## src/rtl/cmp_result_monitor.sv

```systemverilog
// ---------------------------------------------------------------------------
// cmp_result_monitor
//
// Purpose:
//   Consumes the one-hot equal/greater/less flags of a 4-bit magnitude
//   comparator and turns them into a debounced relation state. The block:
//     - commits a new stable relation once DEBOUNCE consecutive identical
//       legal samples have been seen, pulsing change_pulse for one cycle,
//     - keeps saturating per-class occurrence counters,
//     - flags samples whose flags are not one-hot.
//
// Parameters:
//   DEBOUNCE  consecutive identical legal samples needed to commit (1..15)
//   CNT_W     width of each occurrence counter
//
// Ports:
//   clk           system clock, rising edge
//   rst_n         asynchronous active-low reset
//   in_valid      flags are sampled on this edge when high
//   equal         comparator equal flag
//   greater       comparator greater flag
//   less          comparator less flag
//   clr           synchronous clear of the counters and of err
//   stable_state  00 UNKNOWN, 01 EQ, 10 GT, 11 LT (registered)
//   change_pulse  one-cycle pulse after stable_state changes (registered)
//   eq_cnt        legal EQ samples seen, saturating (registered)
//   gt_cnt        legal GT samples seen, saturating (registered)
//   lt_cnt        legal LT samples seen, saturating (registered)
//   err           illegal flag combination seen (registered)
//
// Build option:
//   CMP_MON_STICKY_ERR_EN  when defined, err stays high after an illegal
//                          sample until clr or reset; otherwise err is a
//                          one-cycle pulse per illegal sample.
// ---------------------------------------------------------------------------
module cmp_result_monitor #(
  parameter int DEBOUNCE = 3,
  parameter int CNT_W    = 8
) (
  input  logic             clk,
  input  logic             rst_n,
  input  logic             in_valid,
  input  logic             equal,
  input  logic             greater,
  input  logic             less,
  input  logic             clr,
  output logic [1:0]       stable_state,
  output logic             change_pulse,
  output logic [CNT_W-1:0] eq_cnt,
  output logic [CNT_W-1:0] gt_cnt,
  output logic [CNT_W-1:0] lt_cnt,
  output logic             err
);

  typedef enum logic [1:0] {
    ST_UNKNOWN = 2'b00,
    ST_EQ      = 2'b01,
    ST_GT      = 2'b10,
    ST_LT      = 2'b11
  } rel_e;

  localparam logic [3:0]       DEB_C   = 4'(DEBOUNCE);
  localparam logic [CNT_W-1:0] CNT_MAX = {CNT_W{1'b1}};

  // Exactly one of the three flags high (odd parity, but not all three).
  function automatic logic is_one_hot(input logic e, input logic g, input logic l);
    return (e ^ g ^ l) & ~(e & g & l);
  endfunction

  // Saturating increment: the counters stick at all-ones instead of wrapping.
  function automatic logic [CNT_W-1:0] sat_inc(input logic [CNT_W-1:0] v);
    if (v == CNT_MAX) begin
      return v;
    end else begin
      return v + CNT_W'(1);
    end
  endfunction

  rel_e             stable_r, stable_nxt_s;
  rel_e             cand_r, cand_nxt_s;
  rel_e             class_s;
  logic [3:0]       run_r, run_nxt_s;
  logic             commit_s;
  logic             legal_s;
  logic             illegal_s;
  logic             change_pulse_r;
  logic [CNT_W-1:0] eq_cnt_r, gt_cnt_r, lt_cnt_r;
  logic [CNT_W-1:0] eq_nxt_s, gt_nxt_s, lt_nxt_s;
  logic             err_r, err_nxt_s;

  assign legal_s   = in_valid & is_one_hot(equal, greater, less);
  assign illegal_s = in_valid & ~is_one_hot(equal, greater, less);

  // Decode the flag triple into a relation class (UNKNOWN when not one-hot).
  always_comb begin
    class_s = ST_UNKNOWN;
    case ({equal, greater, less})
      3'b100:  class_s = ST_EQ;
      3'b010:  class_s = ST_GT;
      3'b001:  class_s = ST_LT;
      default: class_s = ST_UNKNOWN;
    endcase
  end

  // Debounce next-state: track candidate run length and decide on commit.
  always_comb begin
    cand_nxt_s   = cand_r;
    run_nxt_s    = run_r;
    stable_nxt_s = stable_r;
    commit_s     = 1'b0;
    if (legal_s) begin
      if (class_s == cand_r) begin
        if (run_r >= DEB_C) begin
          run_nxt_s = DEB_C;
        end else begin
          run_nxt_s = run_r + 4'd1;
        end
      end else begin
        cand_nxt_s = class_s;
        run_nxt_s  = 4'd1;
      end
      // Commit is judged on the updated run length so a new state is
      // visible right after the edge sampling the DEBOUNCE-th sample.
      if ((run_nxt_s == DEB_C) && (cand_nxt_s != stable_r)) begin
        stable_nxt_s = cand_nxt_s;
        commit_s     = 1'b1;
      end else begin
        commit_s     = 1'b0;
      end
    end else if (illegal_s) begin
      // A glitch restarts the debounce but never touches the stable state.
      cand_nxt_s = ST_UNKNOWN;
      run_nxt_s  = 4'd0;
    end else begin
      cand_nxt_s = cand_r;
      run_nxt_s  = run_r;
    end
  end

  // Counter next values: clr dominates any same-cycle increment.
  always_comb begin
    eq_nxt_s = eq_cnt_r;
    gt_nxt_s = gt_cnt_r;
    lt_nxt_s = lt_cnt_r;
    if (clr) begin
      eq_nxt_s = '0;
      gt_nxt_s = '0;
      lt_nxt_s = '0;
    end else if (legal_s) begin
      case (class_s)
        ST_EQ:   eq_nxt_s = sat_inc(eq_cnt_r);
        ST_GT:   gt_nxt_s = sat_inc(gt_cnt_r);
        ST_LT:   lt_nxt_s = sat_inc(lt_cnt_r);
        default: eq_nxt_s = eq_cnt_r;
      endcase
    end else begin
      eq_nxt_s = eq_cnt_r;
    end
  end

  // Error flag next value: clr wins over a coincident illegal sample.
  always_comb begin
    err_nxt_s = 1'b0;
    if (clr) begin
      err_nxt_s = 1'b0;
    end else begin
`ifdef CMP_MON_STICKY_ERR_EN
      err_nxt_s = err_r | illegal_s;
`else
      err_nxt_s = illegal_s;
`endif
    end
  end

  // Debounce state registers and the change pulse.
  always_ff @(posedge clk or negedge rst_n) begin
    if (!rst_n) begin
      stable_r       <= ST_UNKNOWN;
      cand_r         <= ST_UNKNOWN;
      run_r          <= 4'd0;
      change_pulse_r <= 1'b0;
    end else begin
      stable_r       <= stable_nxt_s;
      cand_r         <= cand_nxt_s;
      run_r          <= run_nxt_s;
      change_pulse_r <= commit_s;
    end
  end

  // Occurrence counters and error flag registers.
  always_ff @(posedge clk or negedge rst_n) begin
    if (!rst_n) begin
      eq_cnt_r <= '0;
      gt_cnt_r <= '0;
      lt_cnt_r <= '0;
      err_r    <= 1'b0;
    end else begin
      eq_cnt_r <= eq_nxt_s;
      gt_cnt_r <= gt_nxt_s;
      lt_cnt_r <= lt_nxt_s;
      err_r    <= err_nxt_s;
    end
  end

  assign stable_state = stable_r;
  assign change_pulse = change_pulse_r;
  assign eq_cnt       = eq_cnt_r;
  assign gt_cnt       = gt_cnt_r;
  assign lt_cnt       = lt_cnt_r;
  assign err          = err_r;

endmodule

```

## config.mk

```make
export PLATFORM = sky130hd
export DESIGN_NAME = cmp_result_monitor
export DESIGN_NICKNAME = d
export VERILOG_FILES = /design/src/rtl/cmp_result_monitor.sv
export SDC_FILE = /design/constraint.sdc
export NUM_CORES = 1
export LEC_CHECK = 0
export ABC_AREA = 1
export CAP_MARGIN = 10
export CORE_ASPECT_RATIO = 1.25
export CORE_MARGIN = 8
export CORE_UTILIZATION = 53
export DETAILED_ROUTE_END_ITERATION = 6
export PLACE_DENSITY = 0.9
export SYNTH_ARGS = -nofsm -noshare
export SYNTH_HDL_FRONTEND = slang
export SYNTH_SLANG_ARGS = --single-unit
```

## constraint.sdc

```tcl
create_clock -name clk -period 1.85 [get_ports clk]
set_clock_uncertainty 0.15 [all_clocks]
set_input_delay 0.185 -clock clk [delete_from_list [all_inputs] [get_ports clk]]
set_output_delay 0.185 -clock clk [all_outputs]
set_load 0.05 [all_outputs]
```

==> run metrics <==
status=completed; DRT Pass-1 Iters=4; area post-placement=2480 µm²; post-synthesis mux area share=0%; pin count of the biggest net entering global routing=35; Post-synth EDFFs=0; Cell Chain, Critical Path=ha_1, nand3_1, nor2_1, nand3_1, a21oi_4, nand2_1, nand2_1; ys async rst share=100%; layout cells sized above 1=23.1%; placed cell count=356; routed len/inst=13.7 µm; main combinational cell family by area after synthesis=simple AND/OR/NAND/NOR gates; Layout area overhead=26.8%; warning count from the yosys run=0; final setup fails=0; Clk Latency, worst-skew pair=0.29 ns; Seq cells post-synth=34; Post-Synth Simple-Gate Area=36.4%; TritonCTS clock tree=yes; die height=85.6 µm; DRC viols=0; ANT cells=0; initial DRC count=136; Port Buffer Count=34; post-synthesis sequential area ratio=41.4%; pwr/cell area=841 nW/µm²; period utilization=97.0%; worst hold path type=input port to async pin; core area=3750 µm²; clock slew at reported path FFs=0.07 ns; Synth cell types=29; Top Ports=35; CP Max Fanout=9; Slew headroom=66.2%; initial antenna violation count=0; worst-margin pin slew=0.506 ns; hold slack=0.155 ns; Antenna Nets Post-Route=0; Critical Path Start Type=flip-flop; total grt overflow=0; Final nets=335; # hold bufs at CTS=0; WP buf/inv=0; worst vdd ir=0.538 mV; vias post-DR=1,946; DIE AREA=6130 µm²; P_leak=1.38 nW; first-pass GRT wire length=8490 µm; CP max stage cell=dfrtp_2; PnR worst setup slack=0.0564 ns; Crit Path Category=flip-flop to flip-flop; Post-Synth XOR/XNOR Area=5.55%; Mapped Area=2050 µm²; Post-Route WL=4980 µm; syn_nets=282; # rows=25; Max Fclk=558 MHz; GPL Wtd Cong=0.827; Max Transition Viols Final=0; Initial Util=54.7%; cell family with most CP delay=simple AND/OR/NAND/NOR gates; design area=2600 µm²; Worst Path Arrival=1.87 ns; Via density=5.35; die width=71.7 µm; Setup crit end kind=flip-flop; Root Buffer=clkbuf_8; post-synthesis average cell area=7.60 µm²; fraction of the mapped netlist area in adder cells=3.05%; max_cap viols=0; post-layout min period=1.79 ns; CTS Buffer Depth=2; gr usage total=17.2%; Top FF cell, synth=dfrtp_1; CTS buffer count=5; vias in the first global route=1,986; H-tree depth=2; Post-Layout Cell Count=364; hpwl dp=3460 µm; Fin. Hold Viols=0; Sink Count=34; Mapped Cells=270; Fill cells=318; DP Worst Slack=-0.195 ns; slowest stage delay, CP=0.40 ns; Synth Area in Compound Gates=7.19%; Final Power=2.19 mW; critical path required time=1.93 ns
layer usage:
layer | part of all wire (%) | up-vias | GRT usage [%]
met2 | 52 | 61 | 29.1
met3 | 5.6 | 10 | 5.48
met1 | 40 | 901 | 18.6
li1 | - | 974 | -
met4 | 1.9 | 0 | 9.31
met5 | 0 | - | 0
worst paths after layout:
| check | cells after the start | end | slack (ns) | startpoint |
|---|---|---|---|---|
| setup / recovery | 7 | lt_cnt[4]$_DFFE_PN0P_ | 0.06 | lt_cnt[0]$_DFFE_PN0P_ |
| hold / removal | 2 | change_pulse$_DFF_PN0_ | 0.16 | rst_n |
| min in group clk | 2 | run_r[1]$_DFFE_PN0P_ | 0.34 | run_r[1]$_DFFE_PN0P_ |
| hold reg to reg | 2 | run_r[1]$_DFFE_PN0P_ | 0.34 | run_r[1]$_DFFE_PN0P_ |
| setup reg to reg | 7 | lt_cnt[4]$_DFFE_PN0P_ | 0.06 | lt_cnt[0]$_DFFE_PN0P_ |
| max in group asynchronous | 2 | eq_cnt[1]$_DFFE_PN0P_ | 1.05 | rst_n |
where the power goes:
group / switching [mW] / total (mW) / internal (mW) / leakage [nW]
sequential: 0.0712 / 0.883 / 0.812 / 0.458
clock: 0.282 / 0.658 / 0.376 / 0.0575
combinational: 0.427 / 0.647 / 0.220 / 0.864
total: 0.780 / 2.19 / 1.41 / 1.38
synthesized netlist by cell type, types with 2 or more instances:
cell type  instances  area share (%)
nor2_4             2             1.1
nor3_1             2            0.49
inv_1             22             4.0
nor2_1            30             5.5
nand3_2            2            0.98
dfrtp_1           34              41
nand4_1            5             1.5
o21ai_0           10             2.4
nand3_1           28             6.8
xnor2_1            3             1.3
nand2_2            3            0.91
buf_6              2             1.1
ha_1               5             3.0
nand2_1           92              17
o21ai_2            7             3.0
xor2_1            10             4.3
cells by family (layout without fill, tap and decap cells):
kind of cell / Yosys count / count (layout)
compound gates: 21 / 21
simple gates: 168 / 168
xor+xnor: 13 / 13
fa+ha+maj: 5 / 5
flops: 34 / 34
buf+inv: 29 / 83
stage by stage:
stage,TNS [ns],utilization (%)
global placement,-2.87,66.2
global route,-0.123,69.3
CTS,0,69.1
detailed placement,-3.54,66.2
finish,0,69.3
floorplan,0,-
final cells by class:
cell class                 instances  area (µm²)  share of cell area, %
sequential                        34         856                   32.9
tap                               40        50.0                   1.92
clock buffer                       8         110                   4.23
inverter                          24        92.6                   3.56
timing repair buffer              51         415                   16.0
multi-input combinational        207        1080                   41.4
flip-flops by register name, summed over array words and instances, names as in the netlist:
name	cells
run_r	4
stable_state	2
lt_cnt	8
err	1
eq_cnt	8
change_pulse	1
cand_r	2
gt_cnt	8
layout by cell type, fill, tap and decap left out, drive strengths merged:
cell / synthesis / layout
nand2: 96 / 96
buf: 4 / 43
dfrtp: 34 / 34
nor2: 32 / 32
nand3: 30 / 30
inv: 24 / 24
o21ai: 17 / 17
xor2: 10 / 10
clkbuf: 1 / 8
clkdlybuf4s50: 0 / 8
nand4: 6 / 6
ha: 5 / 5
xnor2: 3 / 3
nor3: 2 / 2
a21oi: 2 / 2
a311oi: 1 / 1
o22ai: 1 / 1
and3: 1 / 1
nor3b: 1 / 1
repair_timing:
action / 4_1_cts / 5_1_grt
endpoints found under the setup margin: 0 / 5
endpoints found under the hold margin: 0 / 0
buffers inserted: 0 / 0
resized for setup: 0 / 3
No activity file was read; power rests on OpenSTA's default activity.
